==> src/rtl/bsg_link_up_pkg.sv <==
// Shared types and sizing helpers for the credit-based upstream link stage.
package bsg_link_up_pkg;

   localparam int UP_CORE_W    = 32;
   localparam int UP_CHANNEL_W = 16;
   localparam int PHITS        = UP_CORE_W / UP_CHANNEL_W;
   localparam int IDX_W        = (PHITS > 1) ? $clog2(PHITS) : 1;

   typedef enum logic {
      UP_IDLE,
      UP_SEND
   } up_state_e;

   // Number of phits a core word is split into.
   function automatic int phits_f(input int core_w, input int channel_w);
      return core_w / channel_w;
   endfunction

   // Width of the phit index, never narrower than one bit.
   function automatic int idx_w_f(input int phits);
      return (phits > 1) ? $clog2(phits) : 1;
   endfunction

   // Width needed to hold a credit count from 0 up to and including credits.
   function automatic int credit_w_f(input int credits);
      return (credits > 0) ? $clog2(credits + 1) : 1;
   endfunction

endpackage

==> src/rtl/bsg_link_token_edge.sv <==
// Brings the toggle-encoded credit token into the clk domain and turns every
// change of the synchronised level into a single-cycle return pulse.
module bsg_link_token_edge (
   input  logic clk,
   input  logic rst,
   input  logic token_i,
   output logic ret_o
);

   logic sync1_q;
   logic sync2_q;
   logic prev_q;

   // Two-flop synchroniser followed by a history flop for edge detection.
   always_ff @(posedge clk or posedge rst) begin
      // NOTE: sequential state is written with non-blocking assignments so the
      // chain shifts by exactly one stage per clock regardless of statement order.
      if (rst) begin
         sync1_q <= 1'b0;
         sync2_q <= 1'b0;
         prev_q  <= 1'b0;
      end else begin
         sync1_q <= token_i;
         sync2_q <= sync1_q;
         prev_q  <= sync2_q;
      end
   end

   // Rising and falling edges both represent one credit return.
   assign ret_o = sync2_q ^ prev_q;

endmodule

==> src/rtl/bsg_link_credit_upstream.sv <==
// Core-side transmit stage: accepts core words, serialises them LSB phit first
// and drives them onto the link under credit-based flow control.
// Optional macro LINK_UP_STATS_EN adds the stat_phits_o issued-phit counter.
module bsg_link_credit_upstream
   import bsg_link_up_pkg::*;
#(
   parameter int CORE_W           = UP_CORE_W,
   parameter int CHANNEL_W        = UP_CHANNEL_W,
   parameter int CREDITS          = 16,
   parameter int TOKEN_DECIMATION = 4
) (
   input  logic                                clk,
   input  logic                                rst,
   input  logic [CORE_W-1:0]                   core_data_i,
   input  logic                                core_valid_i,
   output logic                                core_ready_o,
   output logic [CHANNEL_W-1:0]                io_data_o,
   output logic                                io_valid_o,
   input  logic                                io_token_i,
   output logic [credit_w_f(CREDITS)-1:0]      credits_o,
`ifdef LINK_UP_STATS_EN
   output logic [15:0]                         stat_phits_o,
`endif
   output logic                                credit_err_o
);

   localparam int P  = phits_f(CORE_W, CHANNEL_W);
   localparam int IW = idx_w_f(P);
   localparam int CW = credit_w_f(CREDITS);
   localparam int SW = CW + 1;

   up_state_e          state_q, state_d;
   logic [IW-1:0]      idx_q, idx_d;
   logic [CORE_W-1:0]  hold_q;
   logic [CW-1:0]      credits_q;
   logic               err_q;
   logic [CHANNEL_W-1:0] io_data_q;
   logic               io_valid_q;
   logic               ret;
   logic               have_credit;
   logic               last_phit;
   logic               accept;
   logic               issue;
   logic [SW-1:0]      credit_sum;

   bsg_link_token_edge u_token_edge (
      .clk     (clk),
      .rst     (rst),
      .token_i (io_token_i),
      .ret_o   (ret)
   );

   assign have_credit  = (credits_q != '0);
   assign last_phit    = (idx_q == IW'(P - 1));
   assign core_ready_o = (state_q == UP_IDLE) | ((state_q == UP_SEND) & last_phit & have_credit);
   assign accept       = core_valid_i & core_ready_o;
   assign issue        = (state_q == UP_SEND) & have_credit;

   // Next-state and phit index: advance only on an issued phit, restart on a chained accept.
   always_comb begin
      // NOTE: every output of this block gets a default first so no path leaves
      // it unassigned, which would otherwise infer a latch.
      state_d = state_q;
      idx_d   = idx_q;
      case (state_q)
         UP_IDLE: begin
            if (accept) begin
               state_d = UP_SEND;
               idx_d   = '0;
            end
         end
         UP_SEND: begin
            if (issue) begin
               if (last_phit) begin
                  idx_d   = '0;
                  state_d = accept ? UP_SEND : UP_IDLE;
               end else begin
                  idx_d = idx_q + IW'(1);
               end
            end
         end
         default: begin
            state_d = UP_IDLE;
            idx_d   = '0;
         end
      endcase
   end

   // FSM state and phit index registers.
   always_ff @(posedge clk or posedge rst) begin
      if (rst) begin
         state_q <= UP_IDLE;
         idx_q   <= '0;
      end else begin
         state_q <= state_d;
         idx_q   <= idx_d;
      end
   end

   // Hold register captures the accepted word for serialisation.
   // NOTE: pure datapath storage is left without reset; it is only read after an accept loads it.
   always_ff @(posedge clk) begin
      if (accept) begin
         hold_q <= core_data_i;
      end
   end

   // Registered link outputs; data keeps its last value while no phit is issued.
   always_ff @(posedge clk or posedge rst) begin
      if (rst) begin
         io_valid_q <= 1'b0;
         io_data_q  <= '0;
      end else begin
         io_valid_q <= issue;
         if (issue) begin
            io_data_q <= hold_q[idx_q*CHANNEL_W +: CHANNEL_W];
         end
      end
   end

   // Net issue and return in one step; headroom bit exposes overflow past CREDITS.
   always_comb begin
      credit_sum = SW'(credits_q) - SW'(issue) + (ret ? SW'(TOKEN_DECIMATION) : SW'(0));
   end

   // Credit counter with saturation and a sticky overflow flag.
   always_ff @(posedge clk or posedge rst) begin
      if (rst) begin
         credits_q <= CW'(CREDITS);
         err_q     <= 1'b0;
      end else if (credit_sum > SW'(CREDITS)) begin
         credits_q <= CW'(CREDITS);
         err_q     <= 1'b1;
      end else begin
         credits_q <= credit_sum[CW-1:0];
      end
   end

`ifdef LINK_UP_STATS_EN
   logic [15:0] stat_q;

   // Free-running count of issued phits, wrapping at 16 bits.
   always_ff @(posedge clk or posedge rst) begin
      if (rst) begin
         stat_q <= '0;
      end else if (issue) begin
         stat_q <= stat_q + 16'd1;
      end
   end

   assign stat_phits_o = stat_q;
`endif

   assign io_data_o    = io_data_q;
   assign io_valid_o   = io_valid_q;
   assign credits_o    = credits_q;
   assign credit_err_o = err_q;

endmodule

==> config.mk <==
export PLATFORM = sky130hd
export DESIGN_NAME = bsg_link_credit_upstream
export DESIGN_NICKNAME = d
export VERILOG_FILES = /design/src/rtl/bsg_link_up_pkg.sv /design/src/rtl/bsg_link_token_edge.sv /design/src/rtl/bsg_link_credit_upstream.sv
export SDC_FILE = /design/constraint.sdc
export NUM_CORES = 1
export LEC_CHECK = 0
export BUFFER_PORTS_ARGS = -buffer_cell sky130_fd_sc_hd__buf_2
export CAP_MARGIN = 20
export CORE_MARGIN = 4
export CORE_UTILIZATION = 45
export DETAILED_ROUTE_END_ITERATION = 6
export PLACE_DENSITY = 0.77
export SYNTH_ARGS = -nofsm -noshare
export SYNTH_HDL_FRONTEND = slang
export SYNTH_SLANG_ARGS = --single-unit
==> constraint.sdc <==
create_clock -name clk -period 3.24 [get_ports clk]
set_input_delay 0.648 -clock clk [delete_from_list [all_inputs] [get_ports clk]]
set_output_delay 0.648 -clock clk [all_outputs]
set_load 0.05 [all_outputs]
======== Yosys cells after proc, flatten, opt, wreduce, memory -nomap -nowiden ========
Cells that the tools add are included.
cells by class
  multiplexer cells ....................... 10
  $add $sub $neg .......................... 3
  order comparisons ....................... 1
  bitwise logic cells ..................... 7
  equal/unequal tests ..................... 2
  reductions and logical operators ........ 2
  shift-type cells ........................ 1
  $mul .................................... 0
  divide/modulo/power cells ............... 0
operator list
  operator             number
  $shiftx 32x6->16     1
  $add 6x3->6          1
  $gt 6x5->1 const B   1
  $mux 1               6
  $sub 5x1->6          1
  $mux 5               1
  $reduce_bool 5->1    1
  $and 1x1->1          4
  $pmux 1 s2           2
  $mux 3               1
  $ne 2x1->1 const B   1
  $ne 2x2->1 const B   1
  $reduce_and 2->1     1
  $add 1x1->1 const B  1
  $not 1->1            1
  $or 1x1->1           1
  $xor 1x1->1          1
word-level totals
  bits in writable memories ............... 0
  register bits ........................... 60
  bits of input ports ..................... 36
  bits in latches ......................... 0
  output and inout port bits .............. 24
  logic and storage cells ................. 36
  memories kept ........................... 0
  memory bits (read-only) ................. 0

======== Depth between registers and ports, before layout ========
  depth after elaboration ................. 8
  mapped depth ............................ 11
  gate-level depth less buffers ........... 9

======== Cells and area by module ========
Synthesis repeated with hierarchy kept, for this count alone.
second synthesis, totals
  cell total of the unflattened synthesis .. 146
  area total of the unflattened synthesis .. 2,443.6 um^2
modules (own cells, without submodules)
  module                    instances  cells an instance  area an instance (um^2)  seq. area each (um^2)
  bsg_link_credit_upstream  1          141                2,356.0                  1,587.8
  bsg_link_token_edge       1          5                  87.6                     75.1

======== Worst setup path before layout ========
No wires, ideal clock.
  kind .................................... register to register
  from .................................... register credits_q[1] (netlist: credits_o[1])
  to ...................................... register err_q (netlist: credit_err_o)
  path buffers ............................ 2
  period minus slack after synthesis ...... 3.582 ns
  data required time ...................... 3.111 ns
  library setup time ...................... 0.129 ns
  data arrival time ....................... 3.453 ns
  setup slack ............................. -0.342 ns
  stages on the path, launching flop included .. 12
  cell sequence ........................... dfrtp_1 > or4_4 > o21a_1 > buf_6 > buf_12 > ha_1 > inv_1 > ha_1 > fa_1 > or3b_2 > o22a_1 > a2111o_1
between the ends
  word-level cells in the longest chain between the ends .. 5
RTL lines
  element                 RTL line                         RTL
  start, declared         bsg_link_credit_upstream.sv:35   logic [CW-1:0] credits_q;
  start signal, assigned  bsg_link_credit_upstream.sv:129  credits_q <= CW'(CREDITS);
  start signal, assigned  bsg_link_credit_upstream.sv:132  credits_q <= CW'(CREDITS);
  start signal, assigned  bsg_link_credit_upstream.sv:135  credits_q <= credit_sum[CW-1:0];
  $reduce_bool 5->1       bsg_link_credit_upstream.sv:53   assign have_credit = (credits_q != '0);
  $and 1x1->1             bsg_link_credit_upstream.sv:57   assign issue = (state_q == UP_SEND) & have_credit;
  via issue               bsg_link_credit_upstream.sv:43   logic issue;
  $sub 5x1->6             bsg_link_credit_upstream.sv:123  credit_sum = SW'(credits_q) - SW'(issue) + (ret ? SW'(TOKEN_DECIMATION) : SW'(0));
  $add 6x3->6             bsg_link_credit_upstream.sv:123
  $gt 6x5->1              bsg_link_credit_upstream.sv:131  end else if (credit_sum > SW'(CREDITS)) begin
  end signal, assigned    bsg_link_credit_upstream.sv:130  err_q <= 1'b0;
  end signal, assigned    bsg_link_credit_upstream.sv:133  err_q <= 1'b1;
  end, declared           bsg_link_credit_upstream.sv:36   logic err_q;
The timed path passes the listed nets, and every way through them passes these cells.
A chain may end at the register's enable or synchronous reset.

======== Worst setup path in the final report ========
  from .................................... register credits_q[2] (netlist: credits_o[2])
  to ...................................... register err_q (netlist: credit_err_o)
between the ends
  word-level cells in the longest chain between the ends .. 5
RTL lines
  element            RTL line
  $reduce_bool 5->1  bsg_link_credit_upstream.sv:53
  $and 1x1->1        bsg_link_credit_upstream.sv:57
  $sub 5x1->6 (*)    bsg_link_credit_upstream.sv:123
  $add 6x3->6 (*)    bsg_link_credit_upstream.sv:123
  $gt 6x5->1 (*)     bsg_link_credit_upstream.sv:131
Mark *: on every way between the ends. The rest lies on a longest branch, timed or not.

==> run metrics <==
critical path depth 9; Final Hold Vio Count 0; Vias/cell between 4 and 5; Peak VDD IR just over 0.6 mV; port bufs about 60; Routed Antenna Nets 0; worst-case clock buffer depth 2; dpl cells between 200 and 300; Clock Latency Late Sink between 0.3 and 0.4 ns; vias in the first global route roughly 1400; critical path startpoint category flop; site row count 26; total track usage 14.0%; post-synth cell types 30; # DRC 0; CP Capture Point credit_err_o$_DFFE_PP0N_; Crit-path slowest cell or4_4; mux share of post-synthesis cell area between 10% and 20%; final setup vio count 0; reg2reg path depth 9; clock tree root driver cell clkbuf_8; I/O pin count 60; Tmin final about 3 ns; Worst Path Max Fanout 3; reg2reg start credits_o[2]$_DFF_PP0_; Hold-fix buffers, CTS 0; Final nets 256; most frequent cells in the layout 59 x buf_2, 32 x edfxtp_1, 24 x mux2_2, 24 x dfrtp_1; global-route wire length before repair between 6 and 7 mm; Antenna diodes 0; Crit path max-delay family simple AND/OR/NAND/NOR gates; Post-CTS Setup Repair Bufs 0; R2R Path End credit_err_o$_DFFE_PP0N_; Final WS setup 0.174 ns; CTS buffer count 9; CORE AREA around 5200 um^2; die width 81.6 um; slew of the pin with the lowest slew margin between 0.9 and 1 ns; post-synthesis register bit count 60; Synth Area in Adders between 3 and 4%; MaxCap Viol Count 0; R2R setup slack 0.17 ns; final instance count without filler cells 288; PostCTS Resize Cnt 0; CTS tree built; post-synthesis compound-gate area fraction 5.95%; CP arrival between 3 and 4 ns; largest family of logic cells by synthesized area multiplexers; critical path's most frequent cell ha_4; Iter 0 DRT Violations 56; Max Freq roughly 330 MHz; gpl congestion 0.838; Post-Synth Simple-Gate Area 1.69%; final instance area just over 3000 um^2; initial antenna violation count 0; Worst Hold Class input pin to async pin; die height a little over 80 um; commonest non-fill, non-tap cell in the layout buf_2; Static Leak roughly 1.3 nW; CP peak stage delay around 0.54 ns; Mapped Cells about 140; dpl ws roughly 0.17 ns; Syn-to-layout area delta 24.6%; sequential area share after synthesis about 68%; critical path data required time between 3 and 4 ns; clock net sink count 60; launch point of the critical path credits_o[2]$_DFF_PP0_; DRT Pass-1 Iters 4; Slew Limit Fails 0; XOR/XNOR share of the synthesized area less than 1%; status finished clean; Syn Nets 187; fin crit share between 90% and 100%; GRT overflow 0; skew final around 0.0061 ns; Syn Std Cell Area ~2400 um^2; hpwl dp 2.96 mm; unrepaired setup endpoints after global routing no; Yosys Warn Count 0; drt total wl approximately 4.1 mm; Syn Area/Cell between 15 and 20 um^2; Slew headroom 33.4%; Worst Path Buf+Inv 1; Post-DP Area around 2800 um^2; Vias between 1000 and 1500; Filler Cell Count about 420; CTS H-tree lvls 3; WL per Instance ~14 um; largest net degree at the start of global routing 33; share of cells above drive strength 1 roughly 55%; total power 0.00342 W; Worst setup EP type flop; crit path cell chain or4_4 > o21a_1 > ha_4 > inv_2 > ha_4 > fa_1 > or3b_4 > o22a_1 > a2111o_1; crit path kind flop to flop; DIE AREA ~6700 um^2; Initial Util between 40% and 50%; Power Density ~1100 nW/um^2; clock-pin slew on the worst setup and hold paths 0.06 ns
[where the power goes]
group / switching, W / internal, W
Combinational: 0.000988 / 0.000607
Clock: 0.000283 / 0.000350
Sequential: 0.000112 / 0.00108
Total: 0.00138 / 0.00204
[stage by stage]
step	TNS (ns)	hold slack, ns	utilization (%)
2_1_floorplan	-0.0959	0.331	-
3_3_place_gp	0	0.336	55.1
3_5_place_dp	0	0.350	55.1
4_1_cts	0	0.351	58.8
5_1_grt	0	0.379	58.8
6_report	0	0.351	58.8
[area by class of cell]
class	instances	area, um^2	area share [%]
clock buffers	9	124	4.08
repair buffers	62	318	10.5
clock inverters	7	67.6	2.22
well taps	70	87.6	2.88
inverters	10	37.5	1.24
multi-input cells	70	738	24.3
flip-flops and latches	60	1670	54.8
[flip-flops by register name (all words and copies together), names as in the netlist]
name and flops:
credit_err_o 1, credits_o 5, hold_q 32, idx_q 1
io_data_o 16, io_valid_o 1, state_q 1, u_token_edge.prev_q 1
u_token_edge.sync1_q 1, u_token_edge.sync2_q 1
[cell usage after synthesis (all sizes together)]
| cell | instances | area (um^2) |
|---|---|---|
| a21oi | 1 | 5.00 |
| nor2 | 3 | 11.3 |
| fa | 1 | 20.0 |
| mux2i | 1 | 10.0 |
| xor2 | 1 | 8.76 |
| a2111oi | 1 | 8.76 |
| a211o | 1 | 8.76 |
| dfrtp | 27 | 676 |
| edfxtp | 32 | 961 |
| buf | 4 | 40.0 |
| inv | 10 | 37.5 |
| a211oi | 5 | 37.5 |
| o22a | 1 | 8.76 |
| ha | 6 | 75.1 |
| o21bai | 1 | 7.51 |
| dfstp | 1 | 26.3 |
| mux2 | 32 | 390 |
| or4 | 1 | 11.3 |
| or3b | 1 | 8.76 |
| a2111o | 1 | 11.3 |
| xnor2 | 1 | 8.76 |
| o21ai | 7 | 35.0 |
| or2 | 1 | 6.26 |
| nand2 | 1 | 3.75 |
| a21o | 1 | 7.51 |
| o21a | 2 | 15.0 |
[kinds of logic after synthesis]
group                      after synthesis
and+or+nand+nor                          7
xor gates and xnor gates                 2
adders and majority gates                7
muxes                                   33
AOI/OAI and AO/OA                       21
buffers and inverters                   14
DFF                                     60
[how the worst min path moves through the flow]
stage | startpoint | endpoint | slack, ns | depth (start not counted)
after CTS | rst | io_data_o[0]$_DFFE_PP0N_ | 0.35 | 2
final | rst | u_token_edge.sync1_q$_DFF_PP0_ | 0.35 | 2
after global placement | u_token_edge.sync1_q$_DFF_PP0_ | u_token_edge.sync2_q$_DFF_PP0_ | 0.34 | 0
after detailed placement | u_token_edge.sync1_q$_DFF_PP0_ | u_token_edge.sync2_q$_DFF_PP0_ | 0.35 | 0
after floorplan | u_token_edge.sync1_q$_DFF_PP0_ | u_token_edge.sync2_q$_DFF_PP0_ | 0.33 | 0
after global routing | rst | io_data_o[0]$_DFFE_PP0N_ | 0.38 | 2
[worst register-to-register path, delay by kind of cell (launching register included)]
family / cells / cell delay, ns
AO/OA/AOI/OAI: 3 / 0.82
adder cells (fa/ha/maj): 3 / 0.74
buffers and inverters: 1 / 0.05
flip-flops: 1 / 0.41
AND/OR/NAND/NOR: 2 / 0.94
[routing by layer]
metal	track usage (%)	vias to the layer above	routed length (um)
li1	-	670	-
met1	16.0	683	1660
met2	23.0	48	2140
met3	7.35	3	309
met4	3.99	0	21
met5	0	-	0
No activity file was read; power rests on OpenSTA's default activity.
